### config.mk
export PLATFORM = sky130hd
export DESIGN_NAME = mem_stage_ctrl
export DESIGN_NICKNAME = d
export VERILOG_FILES = /design/src/rtl/mem_pkg.sv /design/src/rtl/load_ext.sv /design/src/rtl/mem_stage_ctrl.sv
export SDC_FILE = /design/constraint.sdc
export NUM_CORES = 1
export LEC_CHECK = 0
export CELL_PAD_IN_SITES_DETAIL_PLACEMENT = 0
export CELL_PAD_IN_SITES_GLOBAL_PLACEMENT = 2
export CORE_ASPECT_RATIO = 0.7
export CORE_UTILIZATION = 30
export CTS_BUF_LIST = sky130_fd_sc_hd__clkbuf_16
export DETAILED_ROUTE_END_ITERATION = 6
export PLACE_DENSITY_LB_ADDON = 0.12
export SETUP_SLACK_MARGIN = 0.3
export SLEW_MARGIN = 20
export SYNTH_ARGS = -nofsm -noshare
export SYNTH_HDL_FRONTEND = slang
export SYNTH_HIERARCHICAL = 1
export SYNTH_SLANG_ARGS = --single-unit
### constraint.sdc
create_clock -name clk -period 5.5 [get_ports clk]
set_input_delay 0.825 -clock clk [delete_from_list [all_inputs] [get_ports clk]]
set_output_delay 0.825 -clock clk [all_outputs]
set_load 0.01 [all_outputs]
### src/rtl/mem_pkg.sv
// ============================================================================
// Module   : mem_pkg
// Brief    : Shared memory-stage op encodings, exception codes and predicates.
// Revision : 1.0
// ============================================================================
`default_nettype none

package mem_pkg;

  typedef enum logic [2:0] {
    OP_LW  = 3'b000,
    OP_LH  = 3'b001,
    OP_LHU = 3'b010,
    OP_LB  = 3'b011,
    OP_LBU = 3'b100,
    OP_SW  = 3'b101,
    OP_SH  = 3'b110,
    OP_SB  = 3'b111
  } mem_op_e;

  localparam logic [4:0] EXC_ADEL = 5'd4;
  localparam logic [4:0] EXC_ADES = 5'd5;

  function automatic logic is_store(input logic [2:0] op);
    return (op >= OP_SW);
  endfunction

  function automatic logic is_load(input logic [2:0] op);
    return !is_store(op);
  endfunction

  function automatic logic is_misaligned(input logic [2:0] op, input logic [1:0] b);
    case (op)
      OP_LW, OP_SW:         return (b != 2'b00);
      OP_LH, OP_LHU, OP_SH: return b[0];
      default:              return 1'b0;
    endcase
  endfunction

  // Offset with the alignment bits masked off by access size.
  function automatic logic [1:0] align_offset(input logic [2:0] op, input logic [1:0] b);
    case (op)
      OP_LW, OP_SW:         return 2'b00;
      OP_LH, OP_LHU, OP_SH: return {b[1], 1'b0};
      default:              return b;
    endcase
  endfunction

endpackage

`default_nettype wire

### src/rtl/load_ext.sv
// ============================================================================
// Module   : load_ext
// Brief    : Combinational load lane select and sign/zero extension.
// Revision : 1.0
// ============================================================================
`default_nettype none

module load_ext
  import mem_pkg::*;
(
  input  logic [2:0]  op,
  input  logic [1:0]  offset,
  input  logic [31:0] word,
  output logic [31:0] data
);

  logic [7:0]  w_byte;
  logic [15:0] w_half;

  always_comb begin
    w_byte = word[{offset, 3'b000} +: 8];
    w_half = offset[1] ? word[31:16] : word[15:0];
    case (op)
      OP_LW:   data = word;
      OP_LH:   data = {{16{w_half[15]}}, w_half};
      OP_LHU:  data = {16'h0000, w_half};
      OP_LB:   data = {{24{w_byte[7]}}, w_byte};
      OP_LBU:  data = {24'h000000, w_byte};
      default: data = 32'h0000_0000;
    endcase
  end

endmodule

`default_nettype wire

### src/rtl/mem_stage_ctrl.sv
// ============================================================================
// Module   : mem_stage_ctrl
// Brief    : MEM-stage controller: EX/MEM + MEM/WB registers, data-memory
//            drive, load extension. Optional MEM_ALIGN_CHECK_EN enables
//            misalignment detection, suppression and mem_exc reporting.
// Revision : 1.0
// ============================================================================
`default_nettype none

module mem_stage_ctrl
  import mem_pkg::*;
#(
  parameter int DM_AW = 11
) (
  input  logic             clk,
  input  logic             reset_n,
  input  logic             ex_valid,
  input  logic [2:0]       ex_op,
  input  logic [31:0]      ex_addr,
  input  logic [31:0]      ex_wdata,
  input  logic [4:0]       ex_rd,
  input  logic             mem_stall,
  input  logic             mem_flush,
  output logic [DM_AW-1:0] dm_a,
  output logic [3:0]       dm_be,
  output logic [31:0]      dm_wd,
  output logic             dm_we,
  input  logic [31:0]      dm_rd,
  output logic             wb_valid,
  output logic [4:0]       wb_rd,
  output logic [31:0]      wb_wdata,
  output logic             mem_exc,
  output logic [4:0]       mem_exc_code
);

  logic             r_valid;
  logic [2:0]       r_op;
  logic [DM_AW+1:0] r_addr;
  logic [31:0]      r_wdata;
  logic [4:0]       r_rd;
  logic             r_wr_done;

  logic [1:0]       w_b;
  logic             w_mis;
  logic [31:0]      w_ext;
  logic             w_unused;

  assign w_unused = &{1'b0, ex_addr[31:DM_AW+2]};

`ifdef MEM_ALIGN_CHECK_EN
  logic w_ex_mis;

  assign w_mis    = is_misaligned(r_op, r_addr[1:0]);
  assign w_b      = r_addr[1:0];
  assign w_ex_mis = is_misaligned(ex_op, ex_addr[1:0]);

  // Raised at capture so the pulse lands on the first MEM cycle only.
  always_ff @(posedge clk or negedge reset_n) begin
    if (!reset_n) begin
      mem_exc      <= 1'b0;
      mem_exc_code <= 5'd0;
    end else if (!mem_flush && !mem_stall && ex_valid && w_ex_mis) begin
      mem_exc      <= 1'b1;
      mem_exc_code <= is_store(ex_op) ? EXC_ADES : EXC_ADEL;
    end else begin
      mem_exc      <= 1'b0;
      mem_exc_code <= 5'd0;
    end
  end
`else
  assign w_mis        = 1'b0;
  assign w_b          = align_offset(r_op, r_addr[1:0]);
  assign mem_exc      = 1'b0;
  assign mem_exc_code = 5'd0;
`endif

  always_ff @(posedge clk or negedge reset_n) begin
    if (!reset_n) begin
      r_valid   <= 1'b0;
      r_op      <= 3'b000;
      r_addr    <= '0;
      r_wdata   <= 32'h0000_0000;
      r_rd      <= 5'd0;
      r_wr_done <= 1'b0;
    end else if (mem_flush) begin
      r_valid   <= 1'b0;
      r_wr_done <= 1'b0;
    end else if (!mem_stall) begin
      r_valid   <= ex_valid;
      r_op      <= ex_op;
      r_addr    <= ex_addr[DM_AW+1:0];
      r_wdata   <= ex_wdata;
      r_rd      <= ex_rd;
      r_wr_done <= 1'b0;
    end else if (dm_we) begin
      // Held store already committed; block re-writes for the rest of the stall.
      r_wr_done <= 1'b1;
    end
  end

  assign dm_a  = r_addr[DM_AW+1:2];
  assign dm_we = r_valid && is_store(r_op) && !w_mis && !r_wr_done;

  always_comb begin
    dm_be = 4'b0000;
    if (r_valid && !w_mis) begin
      case (r_op)
        OP_SW:   dm_be = 4'b1111;
        OP_SH:   dm_be = w_b[1] ? 4'b1100 : 4'b0011;
        OP_SB:   dm_be = 4'b0001 << w_b;
        default: dm_be = 4'b0000;
      endcase
    end
  end

  always_comb begin
    case (r_op)
      OP_SH:   dm_wd = {2{r_wdata[15:0]}};
      OP_SB:   dm_wd = {4{r_wdata[7:0]}};
      default: dm_wd = r_wdata;
    endcase
  end

  load_ext u_load_ext (
    .op     (r_op),
    .offset (w_b),
    .word   (dm_rd),
    .data   (w_ext)
  );

  always_ff @(posedge clk or negedge reset_n) begin
    if (!reset_n) begin
      wb_valid <= 1'b0;
      wb_rd    <= 5'd0;
      wb_wdata <= 32'h0000_0000;
    end else if (mem_stall) begin
      wb_valid <= 1'b0;
    end else begin
      wb_valid <= r_valid && is_load(r_op) && !w_mis;
      wb_rd    <= r_rd;
      wb_wdata <= w_ext;
    end
  end

endmodule

`default_nettype wire

==> impl_results.md, run 1 <==
* Worst EP required at 4.68 ns
* Clk pin slew, worst setup/hold paths at 0.07 ns
* RSZ-0062 raised after global routing: no
* Setup TNS at 0 ns
* Crit path time final at 3.45 ns
* Drt wl/cell at 17.5 um
* Post-CTS Resized at 0
* Total CTS buffers at 9
* Worst Setup End Kind: primary output
* Die Span X at 159 um
* Signal arrival time at the worst endpoint at 2.63 ns
* CP delay by family, top: flip-flops
* CTS hold repair buffers at 0
* Clock Path Buffers at 2
* GPL Wtd Cong at 0.812
* IO Pins at 201
* M2 GR Usage at 0.226
* Iter 0 DRT Violations at 128
* Lkg Pwr at 3.07 nW
* Crit Path Max Fanout at 24
* Share of layout cells above drive strength 1 at 0.267
* Die ar. at 17800 um2
* Via/cell ratio at 4.49
* Worst skew pair latency at 0.34 ns
* Synth warnings at 6
* Syn avg cell area at 13.0 um2
* Slowest stage delay, CP at 0.87 ns
* FF+latch count, synth at 93
* FP Rows at 39
* CORE AREA at 16600 um2
* Fraction of registers with async set/reset at 1.00
* # Post-CTS Setup Buffers at 0
* Global-route wire length before repair at 21300 um
* Final Power at 0.00239 W
* Max-slew violation count at 0
* Nets at 655
* Met1 Use GR at 0.225
* Antenna-violating nets left at 0
* Fill count at 1593
* Crit Path Class: reg2out
* # diodes at 0
* Met3 usage at 0.0514
* Sequential share of the synthesized area at 0.449
* Buffers plus inverters on the worst setup path at 1
* Port Buffers at 175
* Post-DP HPWL at 9600 um
* Hold Vio Cnt, Final at 0
* Largest net degree at the start of global routing at 56
* Unique masters post-synth at 35
* 1st-pass router iterations at 4
* Final period utilization at 0.627
* Layout area overhead at 38.1%
* GRT Max-Usage Layer: met2
* Ys flop type: dfrtp_1
* Max-Cap Viols at 0
* Class of the worst hold path: in2async
* DR DRC count at 0
* # setup viols final at 0
* PwrDens at 334 nW/um2
* Vias at 3479
* Tightest Pin Transition at 0.933 ns
* Status: complete, no violations
* Drt total wl at 13500 um
* GRT overflow at 0
* CTS sink count at 93
* VDD IR-drop max at 0.000138 V
* Root buf cell: clkbuf_16
* Vias in the first global route at 3578
* Slowest-stage cell, CP: dfrtp_1
* Initial Util at 0.313
* Relative slew slack at 0.376
* CTS tree: built
* Mapped Cells at 400
* EDFF count, synth at 0
* Initial antenna violation count at 0
* Vert. Die Dim at 112 um
* CP cell instances: nand2_2 -> mux2_2 -> clkdlybuf4s50_1
* F_max at 290 MHz
* Synthesized area at 5180 um2
* Worst setup SP type: flip-flop
* Clk_skew at 0.00690 ns
* GRT Overall Usage at 0.158
* H-tree depth at 3
==> cell type report <==
| cell class | instances | area [um2] | share of cell area |
|---|---|---|---|
| sequential | 93 | 2330 | 0.325 |
| timing repair buffer | 180 | 1780 | 0.249 |
| clock buffer | 9 | 225 | 0.0315 |
| multi-input combinational | 260 | 2450 | 0.342 |
| tap | 225 | 282 | 0.0393 |
| clock inverter | 6 | 87.6 | 0.0122 |
| inverter | 2 | 7.51 | 0.00105 |
==> worst register-to-register path, cell delays in order (launching register included) <==
cell and delay, ns:
dfrtp_1 0.87, nand2_1 0.09, a21boi_0 0.64, mux4_2 0.62, nand2_2 0.14, o21ai_0 0.13
mux2_2 0.28
==> cells by family (layout without fill, tap and decap cells) <==
group | after synthesis | in the layout | share of synthesized area
AOI/OAI and AO/OA | 55 | 55 | 0.0709
xor gates and xnor gates | 2 | 2 | 0.00338
other | 1 | 6 | 0.000723
buffers and inverters | 52 | 197 | 0.0830
muxes | 141 | 141 | 0.336
and+or+nand+nor | 56 | 56 | 0.0574
DFF | 93 | 93 | 0.449
==> cell usage in the layout, fill, tap and decap left out, types with 2 or more instances in the layout <==
cell and n:
clkinvlp_4 2, mux2_4 49, mux2i_1 34, o21ai_1 4
nand2_2 2, inv_1 3, o221ai_1 7, nand2_1 39
o21ai_2 12, nor2b_1 2, conb_1 6, o21ai_0 23
clkdlybuf4s50_1 173, bufinv_16 2, clkbuf_16 9, and3b_1 2
nor3b_1 3, a21oi_1 4, dfrtp_1 93, nor2_1 3
xor2_1 2, mux2_2 57, buf_4 6
==> per-layer routing <==
| metal | up-vias | share of wire | routed length (um) |
|---|---|---|---|
| met3 | 12 | 0.062 | 845 |
| met2 | 96 | 0.43 | 5830 |
| li1 | 1683 | - | - |
| met4 | 0 | 0.0095 | 129 |
| met5 | - | 0 | 0 |
| met1 | 1688 | 0.50 | 6740 |
==> through the flow <==
step	worst slack (ns)	hold slack, ns	cells	cell area, um2	utilization
after CTS	1.98	0.449	775	7160	0.432
final	2.05	0.434	775	7160	0.432
after floorplan	3.00	0.476	405	5200	-
after global placement	2.39	0.487	760	6840	0.413
after detailed placement	2.36	0.491	760	6850	0.413
after global routing	1.83	0.467	775	7160	0.432
==> flip-flops by register name (all words and copies together) (netlist names) <==
signal     cells
r_addr        13
r_op           3
r_rd           5
r_valid        1
r_wdata       32
r_wr_done      1
wb_rd          5
wb_valid       1
wb_wdata      32
==> path summary, 6_finish.rpt <==
| kind | startpoint | to | slack, ns | cells after the start |
|---|---|---|---|---|
| max in group asynchronous | reset_n | wb_wdata[31]$_DFFE_PN0N_ | 3.90 | 2 |
| worst min-delay path | reset_n | r_addr[7]$_DFFE_PN0P_ | 0.43 | 1 |
| worst min register to register | wb_wdata[15]$_DFFE_PN0N_ | wb_wdata[15]$_DFFE_PN0N_ | 0.51 | 1 |
| min in group clk | wb_wdata[15]$_DFFE_PN0N_ | wb_wdata[15]$_DFFE_PN0N_ | 0.51 | 1 |
| worst max register to register | r_op[1]$_DFFE_PN0P_ | wb_wdata[13]$_DFFE_PN0N_ | 2.62 | 6 |
| worst max-delay path | r_op[1]$_DFFE_PN0P_ | dm_wd[16] | 2.05 | 3 |
==> where the power goes <==
group          switching [W]  total [W]  internal [W]
clock               0.000272   0.000668      0.000396
combinational       0.000336   0.000830      0.000495
sequential         0.0000882   0.000894      0.000806
==> synthesized netlist by cell type, types with 2 or more instances <==
cell	number	share of area
mux2_4	49	0.14
nor2_1	3	0.0022
xor2_1	2	0.0034
buf_6	4	0.0087
inv_1	2	0.0014
mux2i_1	34	0.066
nand2_2	2	0.0024
nor3b_1	3	0.0043
mux2_2	57	0.12
clkbuf_1	2	0.0014
buf_12	5	0.019
and3b_1	2	0.0034
dfrtp_1	93	0.45
a21oi_1	4	0.0039
o21ai_2	11	0.019
buf_2	8	0.0077
o21ai_0	23	0.022
o21ai_1	5	0.0048
nand2_1	39	0.028
o221ai_1	7	0.012
nor2b_1	2	0.0024
buf_4	30	0.043
(Power assumes the default switching activity.)
==> inputs of run 2 (changes only) <==
- CORE_UTILIZATION: 30 -> 25
- clock period: 5.5 -> 3.1 ns (I/O delays scaled with it)
==> impl_results.md, run 2 (same netlist as run 1, synthesis figures left out) <==
* Largest net degree at the start of global routing at 53
* Biggest regs: r_wdata (32), wb_wdata (32), r_addr (13)
* Worst skew pair latency at 0.34 ns
* # Post-CTS Setup Buffers at 0
* Vias in the first global route at 3663
* Setup TNS at 0 ns
* Clk_skew at 0.00735 ns
* Crit Path Class: reg2out
* Worst EP required at 2.63 ns
* Clk pin slew, worst setup/hold paths at 0.07 ns
* Share of layout cells above drive strength 1 at 0.280
* 1st-pass router iterations at 4
* Register-to-register setup slack at 0.61 ns
* Dpl ws at 0.536 ns
* Crit path time final at 2.65 ns
* Reg2reg path depth at 8
* Die Span X at 174 um
* Worst setup SP type: flip-flop
* Drt wl/cell at 17.5 um
* Via/cell ratio at 4.28
* GRT overflow at 0
* Root buf cell: clkbuf_16
* H-tree depth at 3
* R2r endpoint: wb_wdata[8]$_DFFE_PN0N_
* Total CTS buffers at 9
* Drt total wl at 14500 um
* Class of the worst hold path: in2async
* Worst r2r src: r_op[1]$_DFFE_PN0P_
* Sequential cell area at 2330 um2
* FP Rows at 43
* Post-CTS Resized at 2
* Area occupied by multi-input gates at 2450 um2
* Max-slew violation count at 0
* CTS tree: built
* Max-Cap Viols at 0
* GPL Wtd Cong at 0.745
* # setup viols final at 0
* Antenna-violating nets left at 0
* Iter 0 DRT Violations at 148
* F_max at 377 MHz
* Final worst slack at 0.451 ns
* Layout Utilization at 0.363
* Nets at 662
* CTS hold repair buffers at 0
* DR DRC count at 0
* Most frequent cells in the layout: clkdlybuf4s50_1 (173), dfrtp_1 (91), mux2_2 (57), mux2_4 (49), nand2_1 (39)
* RSZ-0062 raised after global routing: no
* Clock Path Buffers at 2
* IO Pins at 201
* Lkg Pwr at 3.11 nW
* Initial Util at 0.258
* Port Buffers at 175
* VDD IR-drop max at 0.000286 V
* Vert. Die Dim at 122 um
* Global-route wire length before repair at 22000 um
* Die ar. at 21300 um2
* Relative slew slack at 0.486
* Commonest non-fill, non-tap cell in the layout: clkdlybuf4s50_1
* Post-DP HPWL at 10400 um
* Layout area overhead at 40.4%
* Initial antenna violation count at 0
* # diodes at 0
* CORE AREA at 20100 um2
* Crit Path Max Fanout at 12
* Final hold slack at 0.104 ns
* PwrDens at 582 nW/um2
* Vias at 3537
* CTS sink count at 93
* Tightest Pin Transition at 0.768 ns
* Hold Vio Cnt, Final at 0
* Status: complete, no violations
* Final period utilization at 0.855
* Signal arrival time at the worst endpoint at 2.18 ns
* GRT Overall Usage at 0.137
* Worst Setup End Kind: primary output
* Fill count at 1966
-- run 2: cell count changes in the layout (fill, tap and decap cells not counted), sizes merged --
cell | previous run | this run
buf | 7 | 14
bufinv | 2 | 1
clkinv | 0 | 2
clkinvlp | 2 | 0
inv | 4 | 5
-- run 2: worst max path at each step --
stage,cells after the start,start,slack (ns),endpoint
after floorplan,9,r_op[0]$_DFFE_PN0P_,0.60,wb_wdata[10]$_DFFE_PN0N_
after global placement,3,r_op[2]$_DFFE_PN0P_,0.54,dm_wd[28]
after detailed placement,3,r_op[2]$_DFFE_PN0P_,0.54,dm_wd[28]
after CTS,3,r_op[2]$_DFFE_PN0P_,0.32,dm_wd[28]
after global routing,5,r_op[0]$_DFFE_PN0P_,0.32,dm_wd[29]
final,5,r_op[0]$_DFFE_PN0P_,0.45,dm_wd[25]
-- run 2: critical path: stages (launching register included) --
cell and delay [ns]:
dfrtp_2 0.52, buf_4 0.25, buf_4 0.20, mux2i_1 0.08, o21ai_0 0.19, clkdlybuf4s50_1 0.59
-- run 2: final cells by class --
type                            instances  share of cell area
Clock buffer                            9              0.0309
Clock inverter                          6             0.00962
Inverter                                2             0.00103
Multi-Input combinational cell        260               0.337
Sequential cell                        93               0.320
Tap cell                              270              0.0464
Timing Repair Buffer                  187               0.255
-- run 2: through the flow --
| step | cells | power [W] | instance area, um2 |
|---|---|---|---|
| after floorplan | 405 | 0.00243 | 5200 |
| after global placement | 812 | 0.00312 | 6980 |
| after detailed placement | 812 | 0.00312 | 6980 |
| after CTS | 827 | 0.00433 | 7280 |
| after global routing | 827 | 0.00448 | 7280 |
| final | 827 | 0.00423 | 7280 |
-- run 2: routing by layer --
layer	part of all wire	vias to the layer above	wire [um]	global-route usage
met5	0	-	0	0
met4	0.0085	0	123	0.0313
met3	0.045	9	649	0.0350
met2	0.44	85	6420	0.206
met1	0.50	1741	7260	0.197
li1	-	1702	-	-
-- run 2: where the power goes --
| group | total (W) | leakage, nW | switching [W] | internal (W) |
|---|---|---|---|---|
| sequential | 0.00159 | 1.13 | 0.000156 | 0.00143 |
| clock | 0.00115 | 0.147 | 0.000519 | 0.000631 |
| combinational | 0.00150 | 1.84 | 0.000604 | 0.000894 |
| total | 0.00423 | 3.11 | 0.00128 | 0.00295 |
